--- config.mk ---
export PLATFORM = sky130hd
export DESIGN_NAME = cpu_oci_trace_capture
export DESIGN_NICKNAME = d
export VERILOG_FILES = /design/src/rtl/cpu_oci_trace_capture.sv
export SDC_FILE = /design/constraint.sdc
export NUM_CORES = 1
export LEC_CHECK = 0
export CAP_MARGIN = 30
export CORE_MARGIN = 2
export CORE_UTILIZATION = 60
export DETAILED_ROUTE_END_ITERATION = 16
export PLACE_DENSITY = 0.77
export RECOVER_POWER = 25
export SLEW_MARGIN = 20
export SYNTH_ARGS = -nofsm -noshare
export SYNTH_HDL_FRONTEND = slang
export SYNTH_SLANG_ARGS = --single-unit
--- constraint.sdc ---
create_clock -name clk -period 7 [get_ports clk]
set_input_delay 1.4 -clock clk [delete_from_list [all_inputs] [get_ports clk]]
set_output_delay 1.4 -clock clk [all_outputs]
set_load 0.05 [all_outputs]
--- src/rtl/cpu_oci_trace_capture.sv ---
// Capture buffer for the Nios OCI debug-trace stream: records {dct_count, dct_buffer}
// on every count change and hands entries to a checker over a show-ahead valid/ready port.
module cpu_oci_trace_capture #(
   parameter int DATA_W    = 30,
   parameter int CNT_W     = 4,
   parameter int DEPTH     = 16,
   parameter bit WRAP_MODE = 1'b0
) (
   input  logic                         clk,
   input  logic                         reset,
   input  logic [DATA_W-1:0]            dct_buffer,
   input  logic [CNT_W-1:0]             dct_count,
   input  logic                         test_ending,
   input  logic                         test_has_ended,
   input  logic                         rd_ready,
   output logic                         rd_valid,
   output logic [CNT_W+DATA_W-1:0]      rd_data,
   output logic [$clog2(DEPTH):0]       fill_level,
   output logic                         overflow,
   output logic [15:0]                  dropped_count,
   output logic                         done
);

   localparam int AW = $clog2(DEPTH);
   localparam int EW = CNT_W + DATA_W;

   typedef enum logic [1:0] {
      CAPTURE = 2'd0,
      DRAIN   = 2'd1,
      DONE    = 2'd2
   } state_t;

   state_t           state;
   logic [CNT_W-1:0] prev_count;
   logic [AW:0]      wr_ptr;
   logic [AW:0]      rd_ptr;
   logic [EW-1:0]    mem [DEPTH];

   logic empty;
   logic full;
   logic wr_req;
   logic pop;
   logic do_write;
   logic lost;
   logic overwrite;

   // The extra pointer MSB separates a full FIFO from an empty one.
   assign empty      = (wr_ptr == rd_ptr);
   assign full       = (wr_ptr[AW] != rd_ptr[AW]) && (wr_ptr[AW-1:0] == rd_ptr[AW-1:0]);
   assign fill_level = wr_ptr - rd_ptr;

   assign rd_valid = !empty && (state != DONE);
   assign rd_data  = empty ? '0 : mem[rd_ptr[AW-1:0]];
   assign done     = (state == DONE);
   assign pop      = rd_valid && rd_ready;

   // A same-cycle pop frees a slot, so a write into a full FIFO is only lossy without one.
   assign wr_req    = (state == CAPTURE) && !test_has_ended && (dct_count != prev_count);
   assign lost      = wr_req && full && !pop;
   assign overwrite = lost && WRAP_MODE;
   assign do_write  = wr_req && (!lost || WRAP_MODE);

   always_ff @(posedge clk) begin
      if (do_write) begin
         mem[wr_ptr[AW-1:0]] <= {dct_count, dct_buffer};
      end
   end

   always_ff @(posedge clk) begin
      if (reset) begin
         state         <= CAPTURE;
         prev_count    <= '0;
         wr_ptr        <= '0;
         rd_ptr        <= '0;
         overflow      <= 1'b0;
         dropped_count <= '0;
      end else begin
         prev_count <= dct_count;
         if (test_has_ended) begin
            state  <= DONE;
            wr_ptr <= '0;
            rd_ptr <= '0;
         end else begin
            case (state)
               CAPTURE: if (test_ending) state <= DRAIN;
               DRAIN:   if (empty) state <= DONE;
               default: state <= DONE;
            endcase
            if (do_write) begin
               wr_ptr <= wr_ptr + 1'b1;
            end
            if (pop || overwrite) begin
               rd_ptr <= rd_ptr + 1'b1;
            end
            if (lost) begin
               overflow <= 1'b1;
               if (dropped_count != 16'hFFFF) begin
                  dropped_count <= dropped_count + 16'd1;
               end
            end
         end
      end
   end

endmodule

After elaboration in Yosys (flattened, before gate mapping)
Memories as Yosys holds them, arrays and structs flattened. A register that Yosys moved wholly into a read port is not among the register bits. Index checks and enable logic that the tools add are counted. Widths: inputs -> output; s select.

Output and inout port bits: 58. Bits in writable memories: 544. Memories kept: 1. Flip-flop bits (word level): 33.

Memories: mem (depth 16, bits a word 34, rd ports 1, clocked after memory_dff 1, wr ports 1, RTL line 37) `logic [EW-1:0] mem [DEPTH];`.

Bitwise gates (word level): 1. Mux-type cells: 9. Equality and inequality tests: 12. Reduce and logical (&&, ||, !) cells: 18. Add/subtract/negate cells: 4.

Operators by type and width (count): $mux 34 (1); $add 16x1->16 const B (1); $ne 16x16->1 const B (1); $add 5x1->5 const B (2); $logic_and 1x1->1 (8); $mux 4 (2); $mux 2 (3); $ne 2x2->1 const B (3); $ne 3x3->1 const B (2); $reduce_and 2->1 (3); $eq 5x5->1 (1); $sub 5x5->5 (1); $eq 4x4->1 (1); $logic_not 1->1 (4); $ne 4x4->1 (1); $pmux 2 s2 (1); $reduce_and 3->1 (1); $eq 2x1->1 const B (1); $eq 2x2->1 const B (1); $logic_not 2->1 (1); $mux 1 (2); $reduce_or 2->1 (1); $ne 1x1->1 (1); $not 1->1 (1).

Depth between registers and ports, before layout
Gate-level depths: netlist (run 1).

Depth in word-level cells: 10. Gate-level depth with buffers: 8.

Worst setup path before layout (run 1)
No wires, ideal clock.

Kind: input to register. From: in test_has_ended. To: mem mem[0][0] in the netlist's numbering (enable). Stages: 6. Arrival time: 4.658 ns. Data required time: 6.533 ns. Path slack: 1.875 ns. Library setup time: 0.467 ns. Cell sequence: or3_1 -> a41oi_2 -> and2_1 -> clkbuf_1 -> nand2_1 -> nor3_1.

Word-level cells in the longest chain between the ends: 9.

RTL lines: start, declared (RTL line 14) `input logic test_has_ended,`; $logic_not 1->1 (*) (RTL line 58) `assign wr_req = (state == CAPTURE) && !test_has_ended && (dct_count != prev_count);`; $logic_and 1x1->1 (*) (2 in a row) (RTL line 58); $logic_and 1x1->1 (2 in a row) (RTL line 59) `assign lost = wr_req && full && !pop;`; $logic_not 1->1 (RTL line 61) `assign do_write = wr_req && (!lost || WRAP_MODE);`; $logic_and 1x1->1 (*) (RTL line 61); $mux 1 (*) (RTL line 64) `if (do_write) begin`; $mux 1 (not written as such) (*) (RTL line 65) `mem[wr_ptr[AW-1:0]] <= {dct_count, dct_buffer};`; end, declared (RTL line 37).

Every way passes the cells marked *; elsewhere a longest branch is shown, timed or not.

Final worst setup path (run 1)
From: reg wr_ptr[2]. To: out rd_data[1].

Word-level cells in the longest chain between the ends: 2.

RTL lines: start, declared (RTL line 35) `logic [AW:0] wr_ptr;`; start signal, assigned (RTL line 90) `wr_ptr <= wr_ptr + 1'b1;`; $eq 5x5->1 (RTL line 48) `assign empty = (wr_ptr == rd_ptr);`; $mux 34 (RTL line 53) `assign rd_data = empty ? '0 : mem[rd_ptr[AW-1:0]];`; end, declared (RTL line 17) `output logic [CNT_W+DATA_W-1:0] rd_data,`.

Every way passes these cells.

==> reports/metrics.cfg, run 1 <==
[detailed_routing]
viasPerCell=6.51
route.detailed.drc=0
dr.pass1.iters=6
drtAntennaViolNets=0
initialDrtViolationCount=1064
wl_per_cell_um=29.0
routed_wl_um=48100
via_count=10800

[timing]
fin_crit_sh_pct=72.7
setup_tns_ps=0
max_freq_ghz=0.197
maxSlewHeadroom_pct=27.1
fin_skew_ps=11.5
fin_crit_ps=5090
rsz0062_at_grt=false
hold_viol_final=0
tightest_slew_ps=1090
finalMaxSlewViolations=0
setup_viol_count_final=0

[critical_path]
required_ps=5600
path_class=reg -> out
arrival_ps=3690
r2r_slack_ps=3560
startpoint_type=flip-flop
end_kind=primary output
crit_fanout=21

[die]
die_x_um=198
ios=97
dieArea_um2=39100
core_area_um2=36800
start_util_pct=61.2
fp-row-count=70
die_h_um=198

[place]
gp_congestion=0.771
place_inst=1557
numPortBuffers=96
dp_hpwl_um=25100

[global_route]
busiest_layer=met2
grt_pass1_vias=11300
grt_first_pass_wirelength_um=72400
grt_use_met2_pct=41.9
antenna_found_initial=1
grt_use_total_pct=25.9
met3_usage_pct=4.72
use_met1_pct=37.4
grt_max_degree=137
gr-total-overflow=0

[synthesis]
synth_edf_count=544
synth_warnings=0
ys.flop_type=edfxtp_1
syn_nets=1064
syn_area_um2=22500
ys_ff_latch=581
async_flop_share_pct=0
synth_cells=1014
syn_avg_cell_area_um2=22.2
seq_area_frac_synth_pct=75.8
synth_cell_types=48

[finish]
area_delta_synth_final_pct=15.2
final_core_util_pct=70.5
drive_gt1_share_pct=25.1
nets=1197
n_antenna_cell=0
fin_cells=1659

[clock_network]
cts_tree=built
cts.hold.buffers_added=0
post_cts_buffers=0
ctsResizeCount=0
insertion_delay_ps=600
cts_buffer_depth=3
cts-root-buf=clkbuf_16
cts_sinks=581
clkTransAtPathRegs_ps=60
htree_levels=2
numCtsBuffers=55

[power]
switching_share_pct=20.0
ir_worst_vdd_mv=0.200
power_frac_comb_pct=3.4
p_total_mw=6.87
power.density_nw_per_um2=265
seqPwrFrac_pct=55.7
intPower_mw=5.50
p_switching_mw=1.37
p_clk_share_pct=41.0
leakagePower_nw=7.87

[status]
status=finished, final reports clean

[min_path]
hp-class=reg -> reg

[run]
cap_violations=0

## flip-flops by register name, summed over array words and instances (netlist names), named ones only
name           cells
overflow           1
wr_ptr             5
rd_ptr             5
mem              544
state              2
dropped_count     16
prev_count         4
## logic make-up (layout without fill, tap and decap cells)
| family | Yosys count | in the layout | share of synthesized area, % |
|---|---|---|---|
| compound gates | 36 | 36 | 1.10 |
| fa+ha+maj | 11 | 11 | 0.645 |
| xor+xnor | 19 | 19 | 0.739 |
| simple gates | 133 | 133 | 3.22 |
| mux | 174 | 174 | 17.2 |
| buf+inv | 60 | 237 | 1.27 |
| flops | 581 | 581 | 75.8 |
## synthesized netlist by cell type (2+ instances only)
master	n	share of area, %
edfxtp_1	544	73
mux4_2	170	17
nor2b_1	40	1.1
dfxtp_1	37	3.3
nor2_1	33	0.55
clkbuf_1	19	0.32
buf_2	16	0.36
nand2_1	15	0.25
a21oi_1	14	0.31
xnor2_1	13	0.51
inv_1	12	0.20
ha_1	10	0.56
or3_1	8	0.22
buf_1	7	0.12
nand4_1	6	0.17
nor3_1	6	0.13
xor2_1	6	0.23
buf_6	5	0.25
nand3_1	5	0.11
o21ai_1	4	0.089
and3_1	3	0.083
nand2b_1	3	0.083
o211ai_1	3	0.10
o21ai_0	3	0.067
or2_2	3	0.083
a21o_1	2	0.067
and2_1	2	0.056
mux2_1	2	0.10
mux2i_1	2	0.089
nand4_2	2	0.11
or4_1	2	0.067
## cell type report
class | instances | area, um^2
sequential | 581 | 17100
fill | 2143 | 10800
multi-input combinational | 373 | 5270
clock buffer | 80 | 1540
timing repair buffer | 124 | 1270
tap | 468 | 586
clock inverter | 21 | 144
inverter | 12 | 45.0
## placed cells by master (no fill, tap or decap), types with 9 or more instances in the layout
master,n
nor2_4,12
nand2_1,15
dfxtp_1,33
clkbuf_1,20
inv_1,12
nor2b_1,40
clkinv_1,9
xnor2_1,13
dlygate4sd3_1,19
nor2_1,21
buf_4,21
edfxtp_1,544
clkdlybuf4s50_1,77
clkinv_2,10
mux4_2,170
clkbuf_16,57
ha_1,10
a21oi_1,14
## worst paths after layout
check | from | endpoint | depth (start not counted)
hold / removal | state[1] | state[0] | 1
setup reg to reg | wr_ptr[2] | mem[14][1] | 7
setup / recovery | wr_ptr[2] | rd_data[1] | 6
hold reg to reg | state[1] | state[0] | 1
## critical path, stage by stage, from the launching register on
cell and delay (ps):
dfxtp_1 630, ha_1 310, nand4_2 220, nor2_4 690
buf_4 420, nor2b_1 100, clkdlybuf4s50_1 710
## layer usage
metal / vias up / part of all wire [%]
li1: 4495 / -
met1: 5729 / 40
met2: 502 / 51
met3: 70 / 7.3
met4: 2 / 2.0
met5: - / 0.027
## through the flow
| step | worst slack (ps) | area [um^2] | hold WS, ps |
|---|---|---|---|
| 2_1_floorplan | 1870 | 22500 | 440 |
| 3_3_place_gp | 1900 | 24200 | 460 |
| 3_5_place_dp | 1860 | 24200 | 470 |
| 4_1_cts | 1880 | 25900 | 488 |
| 5_1_grt | 1740 | 25900 | 504 |
| 6_report | 1910 | 25900 | 493 |
## power by group through the flow
stage / logic, mW / registers [mW] / clock network [mW]
after floorplan: 0.120 / 3.90 / 0
after global placement: 0.230 / 3.90 / 0
after detailed placement: 0.234 / 3.90 / 0
after CTS: 0.236 / 3.82 / 2.86
after global routing: 0.247 / 3.82 / 2.99
final: 0.232 / 3.82 / 2.81
No activity file was read; power rests on OpenSTA's default activity.
==> inputs of run 2 (changes only) <==
Settings changed: CORE_UTILIZATION 60 to 54, PLACE_DENSITY 0.77 to 0.73.
Clock period 7 ns to 4.3 ns, I/O delays scaled along.
==> reports/metrics.cfg, run 2 (synthesis gave the netlist of run 1 again) <==
[place]
dp_hpwl_um=26300  ; +4.7%
placed_area_um2=24600  ; +1.7%
gp_congestion=0.778  ; +0.92%
numPortBuffers=96  ; unchanged

[timing]
fin_crit_sh_pct=96.9
max_freq_ghz=0.240
hold_viol_final=0  ; unchanged
maxSlewHeadroom_pct=49.2  ; +22 points
tightest_slew_ps=762  ; -331 ps
hold_ws_ps=481  ; -12.5 ps
fin_crit_ps=4170
finalMaxSlewViolations=0  ; unchanged
setup_viol_count_final=0  ; unchanged
setup_tns_ps=0  ; unchanged
rsz0062_at_grt=false
fin_skew_ps=30.6  ; +19.1 ps

[critical_path]
crit_fanout=26  ; +24%
arrival_ps=3310  ; -380 ps
cp_top_family=multiplexers
startpoint_type=flip-flop
required_ps=3440  ; -2160 ps
path_class=reg -> out
end_kind=primary output
crit_path_frequent_cell=mux4_2
slowest_delay_ps=690  ; -20 ps
crit_buf_inv=2  ; unchanged
slowest_stage=clkdlybuf4s50_1
path_cells=buf_12 > mux4_2 > mux4_2 > nor2b_1 > clkdlybuf4s50_1

[clock_network]
htree_levels=2  ; unchanged
cts_tree=built
numCtsBuffers=56  ; +1.8%
clkTransAtPathRegs_ps=60  ; about the same
cts-root-buf=clkbuf_16
cts_sinks=581  ; unchanged
insertion_delay_ps=600  ; about the same
cts.hold.buffers_added=0  ; unchanged
cts_buffer_depth=3  ; unchanged

[detailed_routing]
route.detailed.drc=0  ; unchanged
drtAntennaViolNets=0  ; unchanged
viasPerCell=6.10  ; -6.3%
routed_wl_um=47900  ; -0.46%
via_count=10700  ; -0.81%
initialDrtViolationCount=1170  ; +10%
dr.pass1.iters=7  ; +1
wl_per_cell_um=27.2  ; -6.0%

[die]
start_util_pct=54.9  ; -6.3 points
core_area_um2=41000  ; +12%
ios=97  ; unchanged
die_h_um=208  ; +5.3%
die_x_um=208  ; +5.3%
fp-row-count=74  ; +5.7%
dieArea_um2=43400  ; +11%

[global_route]
busiest_layer=met2
grt_use_total_pct=22.6  ; -3.2 points
grt_use_met2_pct=38.4  ; -3.5 points
grt_pass1_vias=11200  ; -0.89%
use_met1_pct=31.1  ; -6.2 points
met3_usage_pct=4.14  ; -0.58 points
antenna_found_initial=1  ; unchanged
gr-total-overflow=0  ; unchanged
grt_max_degree=48  ; -65%
grt_first_pass_wirelength_um=71400  ; -1.4%

[min_path]
hp-class=reg -> reg

[finish]
largest_register_ffs=544  ; unchanged
most-common-layout-cells=544 x edfxtp_1, 170 x mux4_2, 60 x clkdlybuf4s50_1
nets=1227  ; +2.5%
nFillCells=2667  ; +24%
drive_gt1_share_pct=28.2  ; +3.1 points
n_antenna_cell=0  ; unchanged
seqCellArea_um2=17100  ; about the same
multi_input_area_um2=5300  ; +0.47%
fin_area_um2=26500  ; +2.3%
area_delta_synth_final_pct=17.8
layout_commonest_cell=edfxtp_1

[power]
leakagePower_nw=8.16  ; +3.6%
p_total_mw=11.5  ; +68%
ir_worst_vdd_mv=0.295  ; +47%
power.density_nw_per_um2=435  ; +64%

[run]
cap_violations=0  ; unchanged

[status]
status=finished, final reports clean

[run 2: changes by cell type in the layout (fill, tap and decap cells not counted), sizes merged]
cell           before  now
buf                28   66
clkdlybuf4s50      77   60
clkinv             19   25
bufinv              2    7
clkbuf             80   76
dlygate4sd3        19   21
dlymetal6s2s        0    2
clkinvlp            0    1
inv                12   13
[run 2: power by group]
group	total (mW)	internal (mW)	switching [mW]
Combinational	0.387	0.149	0.238
Sequential	6.22	6.21	0.0113
Clock	4.92	2.89	2.03
Total	11.5	9.25	2.28
[run 2: final cells by class]
class / count / share of cell area [%]
Sequential cell: 581 / 64.4
Multi-Input combinational cell: 373 / 20.0
Timing Repair Buffer: 153 / 5.94
Clock buffer: 72 / 5.67
Tap cell: 532 / 2.51
Clock inverter: 34 / 1.33
Inverter: 12 / 0.170
[run 2: routing by layer]
layer  share of wire (%)  vias up
met4                 1.7        2
met1                  40     5671
met5               0.027        -
li1                    -     4566
met3                 6.7       66
met2                  52      405
[run 2: worst register-to-register path: stages, from the launching register on]
cell and delay (ps):
dfxtp_1 710, ha_1 380, nand4_2 170, a211o_1 200, and2_1 260, nand2_1 280, nor3_4 240, buf_4 420
[run 2: final timing paths]
check,startpoint,end,slack (ps),cells after the start
max,flip-flop,rd_data[19],130,5
min reg2reg,overflow,overflow,480,2
min,overflow,overflow,480,2
max reg2reg,wr_ptr[3],mem[0][20],1280,7
[run 2: metrics by stage]
step	util, %	setup WS (ps)	cells
floorplan	-	625	1014
global placement	60.1	672	1648
detailed placement	60.1	580	1648
CTS	64.7	13.3	1757
global route	64.7	4.19	1757
finish	64.7	132	1757
[run 2: what timing repair did]
action,CTS,global route
pin swaps,1,0
setup buffers,3,0
setup endpoints to repair,17,6
resized for setup,0,4
==> RTL change 1: new RTL, config.mk and constraints of run 2 <==
Set the parameter `WRAP_MODE` to 1'b1 (it was 1'b0).
--- a/src/rtl/cpu_oci_trace_capture.sv
+++ b/src/rtl/cpu_oci_trace_capture.sv
@@ -4,7 +4,7 @@
    parameter int DATA_W    = 30,
    parameter int CNT_W     = 4,
    parameter int DEPTH     = 16,
-   parameter bit WRAP_MODE = 1'b0
+   parameter bit WRAP_MODE = 1'b1
 ) (
    input  logic                         clk,
    input  logic                         reset,
Behaviour: no difference found for any inputs over 4 cycles, from zero or initial values and one cycle with reset high; that may be too few to reach the edited logic, so the function may still have changed.
==> RTL change 1 against run 2 <==
  * Setup slack improved by 0.0076 ns
  * Utilization fell by 0.83 points
  * Design area down 1.3%
  * Global-route usage fell by 0.25 points
  * Register-to-register slack better by 0.41 ns
  * Cell count fell by 1.3%
  * Area after synthesis decreased by 0.10%
  * Sequential share of layout area grew 0.84 points
  * Routed wire length shrank 1.8%
  * Clock skew decreased by 0.019 ns
  * Combinational power up 7.2%
  * Critical endpoint is now rd_data[33]
  * Total power decreased by 3.4%
  * Sequential cell count unchanged
==> RTL change 1: results (changes against run 2) <==
.. list-table::
   :header-rows: 1

   * - Metric
     - Value
   * - Last weighted congestion value of the routability-driven placer
     - 0.782 (+0.53%)
   * - Clock Latency Late Sink
     - 0.58 ns (-0.02 ns)
   * - Worst clock skew
     - 0.0118 ns (-0.0187 ns)
   * - Global-route wire length before repair
     - 70.8 mm (-0.83%)
   * - Number of buffers inserted to repair setup after CTS
     - 0 (-3)
   * - Largest net degree at the start of global routing
     - 57 (+19%)
   * - Reg2reg start
     - wr_ptr[3]
   * - DRC violation total after the first TritonRoute iteration
     - 1118 (-4.4%)
   * - Routed vias
     - 10600 (-1.4%)
   * - Dominant cells by area after synthesis
     - edfxtp_1 73%, mux4_2 17%, dfxtp_1 3.3%, nor2b_1 1.1%, ha_1 0.56%
   * - Worst min-delay path startpoint
     - overflow
   * - Internal portion of total power
     - 8.93 mW (-3.5%)
   * - Post-Place Cells
     - 1637 (-0.67%)
   * - Post-Syn Nets
     - 1066 (+0.19%)
   * - Overall routing resource usage
     - 22.4% (-0.25 points)
   * - Routed length on met3
     - 3.36 mm (+5.5%)
   * - Sequential-to-total area share from yosys stat
     - 75.9% (+0.076 points)
   * - Proportion of total power due to net switching
     - 19.8% (+0.064 points)
   * - Synthesis-to-finish area growth
     - 16.4%
   * - Critical path fanouts, max
     - 56 (+120%)
   * - Status
     - finished clean
   * - Ratio of cells with drive above 1 in the final layout
     - 27.0% (-1.2 points)
   * - Number of antenna violations at the first check in global routing
     - 2 (+1)
   * - Fraction of power consumed by sequential logic
     - 55.8% (+1.8 points)
   * - Peak VDD IR
     - 0.309 mV (+4.7%)
   * - Met1 GRT Util
     - 31.5% (+0.33 points)
   * - Met1 WL
     - 19.1 mm (-0.49%)
   * - Total wire length after detailed routing
     - 47.0 mm (-1.8%)
   * - Met2 track demand over resource
     - 37.2% (-1.2 points)
   * - Layout Cells excl Fill
     - 1735 (-1.3%)
   * - Sum of met2 wire segment lengths after detailed routing
     - 23.9 mm (-3.1%)
   * - Synth top cells by count
     - 544 x edfxtp_1, 170 x mux4_2, 39 x nor2b_1, 37 x dfxtp_1, 27 x nor2_1
   * - Cell area after placement
     - 0.0245 mm2 (-0.48%)
   * - Worst slew pin tran
     - 0.908 ns (+0.145 ns)
   * - Total number of nets in the final design
     - 1212 (-1.2%)
   * - Cells after synthesis
     - 1016 (+0.20%)
   * - Arrival time reported for the critical path endpoint
     - 3.30 ns (about the same)
   * - HPWL Detailed
     - 25.4 mm (-3.3%)
   * - Clk network pwr share
     - 40.4% (-2.3 points)
   * - Met3 usage in global routing
     - 4.17% (+0.030 points)
## RTL change 1: cell count changes in the layout (fill, tap and decap cells not counted), moves of 3 or more
| cell | change |
|---|---|
| o21ai_0 | +10 |
| buf_4 | -7 |
| nor2_1 | -7 |
| or3_1 | +7 |
| a21oi_1 | +5 |
| bufinv_16 | -5 |
| clkinv_2 | -5 |
| o21ai_1 | -4 |
| clkdlybuf4s50_1 | -3 |
| clkinv_1 | +3 |
| o211ai_1 | -3 |
| xnor2_1 | -3 |
## RTL change 1: worst max-delay path, delay by kind of cell (launching register included)
| kind | cells | cell delay (ns) |
|---|---|---|
| buffers and inverters | 2 | 1.08 |
| and+or+nand+nor | 1 | 0.15 |
| DFF | 1 | 0.38 |
| muxes | 2 | 1.11 |
## RTL change 1: area by class of cell
type                            instances  area share (%)
Multi-Input combinational cell        372            20.1
Inverter                               13           0.186
Sequential cell                       581            65.3
Tap cell                              532            2.54
Clock buffer                           73            5.75
Timing Repair Buffer                  139            5.58
Clock inverter                         25           0.612
## RTL change 1: worst paths after layout
kind	cells after the start	end	slack [ns]
max	5	rd_data[33]	0.14
min	2	overflow	0.50
max reg2reg	6	dropped_count[8]	1.69
min reg2reg	2	overflow	0.50
## RTL change 1: what timing repair did
item | 4_1_cts | 5_1_grt
pin swaps | 0 | 0
resized for setup | 1 | 1
setup endpoints to repair | 1 | 1
cloned | 0 | 0
## RTL change 1: logic make-up (layout without fill, tap and decap cells)
group	count (synthesis)	after routing	synth area share (%)
AOI/OAI and AO/OA	44	44	1.21
muxes	174	174	17.2
adders and majority gates	11	11	0.645
DFF	581	581	75.9
buffers and inverters	63	250	1.36
and+or+nand+nor	129	129	3.14
xor gates and xnor gates	14	14	0.545
==> RTL change 2: new RTL, settings of run 2 <==
Without the edit above. Encoding of `state_t`: now one-hot (3 bits for 3 states).
--- a/src/rtl/cpu_oci_trace_capture.sv
+++ b/src/rtl/cpu_oci_trace_capture.sv
@@ -24,10 +24,10 @@
    localparam int AW = $clog2(DEPTH);
    localparam int EW = CNT_W + DATA_W;
 
-   typedef enum logic [1:0] {
-      CAPTURE = 2'd0,
-      DRAIN   = 2'd1,
-      DONE    = 2'd2
+   typedef enum logic [2:0] {
+      CAPTURE = 3'b001,
+      DRAIN   = 3'b010,
+      DONE    = 3'b100
    } state_t;
 
    state_t           state;
Function: no difference found for any inputs over 4 cycles, from zero or initial values and one cycle with reset high; so few cycles prove little.
==> RTL change 2 against run 2 <==
  * Area after synthesis is 0.11% higher
  * Total power fell by 1.2%
  * Largest power group unchanged
  * Clock skew is 0.015 ns lower
  * Non-clock buffer count down 12
  * Sequential cell count grew 1
  * Routed wire length decreased by 2.2%
  * Setup slack worse by 0.0079 ns
  * Design area barely moved
==> RTL change 2: results (changes against run 2) <==
.. list-table::
   :header-rows: 1

   * - Metric
     - Value
   * - Clock Latency Late Sink
     - around 0.61 ns
   * - Leakage Power
     - 8.22 nW (+0.70%)
   * - Post-Syn Nets
     - 1065 (+0.094%)
   * - Peak VDD IR
     - 0.234 mV (-21%)
   * - Largest net degree at the start of global routing
     - 74 (+54%)
   * - Via density
     - 6.14 (+0.79%)
   * - Setup slack of the most critical reg-to-reg path
     - 1.19 ns (-0.09 ns)
   * - Critical path fanouts, max
     - 25 (-3.8%)
   * - Arrival time reported for the critical path endpoint
     - 3.32 ns (about the same)
   * - Total number of nets in the final design
     - 1216 (-0.90%)
   * - Status
     - finished clean
   * - Cts bufs inserted
     - 56 (unchanged)
   * - First-pass detailed-route iteration total
     - 6 (-1)
   * - Number of global-route vias before repair
     - 11100 (-0.45%)
   * - Worst clock skew
     - 0.0157 ns (-0.0149 ns)
   * - WL/cell
     - 26.8 um (-1.5%)
   * - Cell with the biggest individual delay on the critical path
     - clkdlybuf4s50_1
   * - Last weighted congestion value of the routability-driven placer
     - 0.756 (-2.8%)
   * - DRC violation total after the first TritonRoute iteration
     - 1039 (-11%)
   * - Dominant cells by area after synthesis
     - edfxtp_1 72%, mux4_2 17%, dfxtp_1 3.4%, nor2b_1 1.2%, clkbuf_1 0.62%
   * - Sequential-to-total area share from yosys stat
     - 75.8% (about the same)
   * - Worst slack after detailed placement
     - 0.439 ns (-0.141 ns)
   * - Worst max-slew margin expressed relative to the limit
     - 42.5% (-6.6 points)
   * - HPWL Detailed
     - 25.2 mm (-4.2%)
   * - Number of antenna violations at the first check in global routing
     - 2 (+1)
   * - Ratio of cells with drive above 1 in the final layout
     - 28.6% (+0.39 points)
## RTL change 2: cell types whose count changed after synthesis, moves of 4 or more
cell / before / now
buf_2: 16 / 6
buf_6: 5 / 1
clkbuf_1: 19 / 37
nand2_1: 15 / 8
o21ai_1: 4 / 0
or3_1: 8 / 1
## RTL change 2: what timing repair did
item,CTS,global route
setup endpoints to repair,18,14
resized for setup,0,11
setup buffers,3,0
hold buffers,0,0
pin swaps,1,0
## RTL change 2: area by class of cell
class	count	area [um2]
sequential	582	17100
fill	2654	14500
multi-input combinational	372	5350
timing repair buffer	141	1490
clock buffer	70	1470
tap	532	666
clock inverter	34	372
inverter	13	48.8
## RTL change 2: cells by family (layout without fill, tap and decap cells)
family / count (synthesis) / after routing / share of synthesized area (%)
buf+inv: 61 / 258 / 1.08
fa+ha+maj: 11 / 11 / 0.644
flops: 582 / 582 / 75.8
simple gates: 132 / 132 / 3.31
mux: 175 / 175 / 17.2
xor+xnor: 19 / 19 / 0.738
compound gates: 35 / 35 / 1.17
## RTL change 2: path summary, 6_finish.rpt
path / from / end / cells past startpoint
hold reg to reg: overflow / overflow / 2
hold / removal: overflow / overflow / 2
setup / recovery: register / rd_data[12] / 5
setup reg to reg: wr_ptr[3] / dropped_count[11] / 6
## RTL change 2: worst max-delay path, delay by kind of cell, from the launching register on
family                 cells  cell delay [ns]
muxes                      2             1.01
buffers and inverters      2             1.00
and+or+nand+nor            1             0.15
DFF                        1             0.55
## RTL change 2: where the power goes
group	internal, mW	switching, mW
clock	2.85	2.05
sequential	6.21	0.00787
combinational	0.106	0.177
## RTL change 2: per-stage QoR
| step | std cells | hold WS (ns) |
|---|---|---|
| 2_1_floorplan | 1015 | 0.437 |
| 3_3_place_gp | 1637 | 0.459 |
| 3_5_place_dp | 1637 | 0.463 |
| 4_1_cts | 1744 | 0.480 |
| 5_1_grt | 1744 | 0.509 |
| 6_report | 1744 | 0.478 |
## RTL change 2: metal layers
| layer | up-vias | track usage, % | routed length (um) |
|---|---|---|---|
| li1 | 4558 | - | - |
| met1 | 5651 | 31.6 | 19200 |
| met2 | 423 | 35.9 | 23400 |
| met4 | 4 | 6.15 | 1000 |
| met5 | - | 0 | 23 |
| met3 | 79 | 4.48 | 3260 |
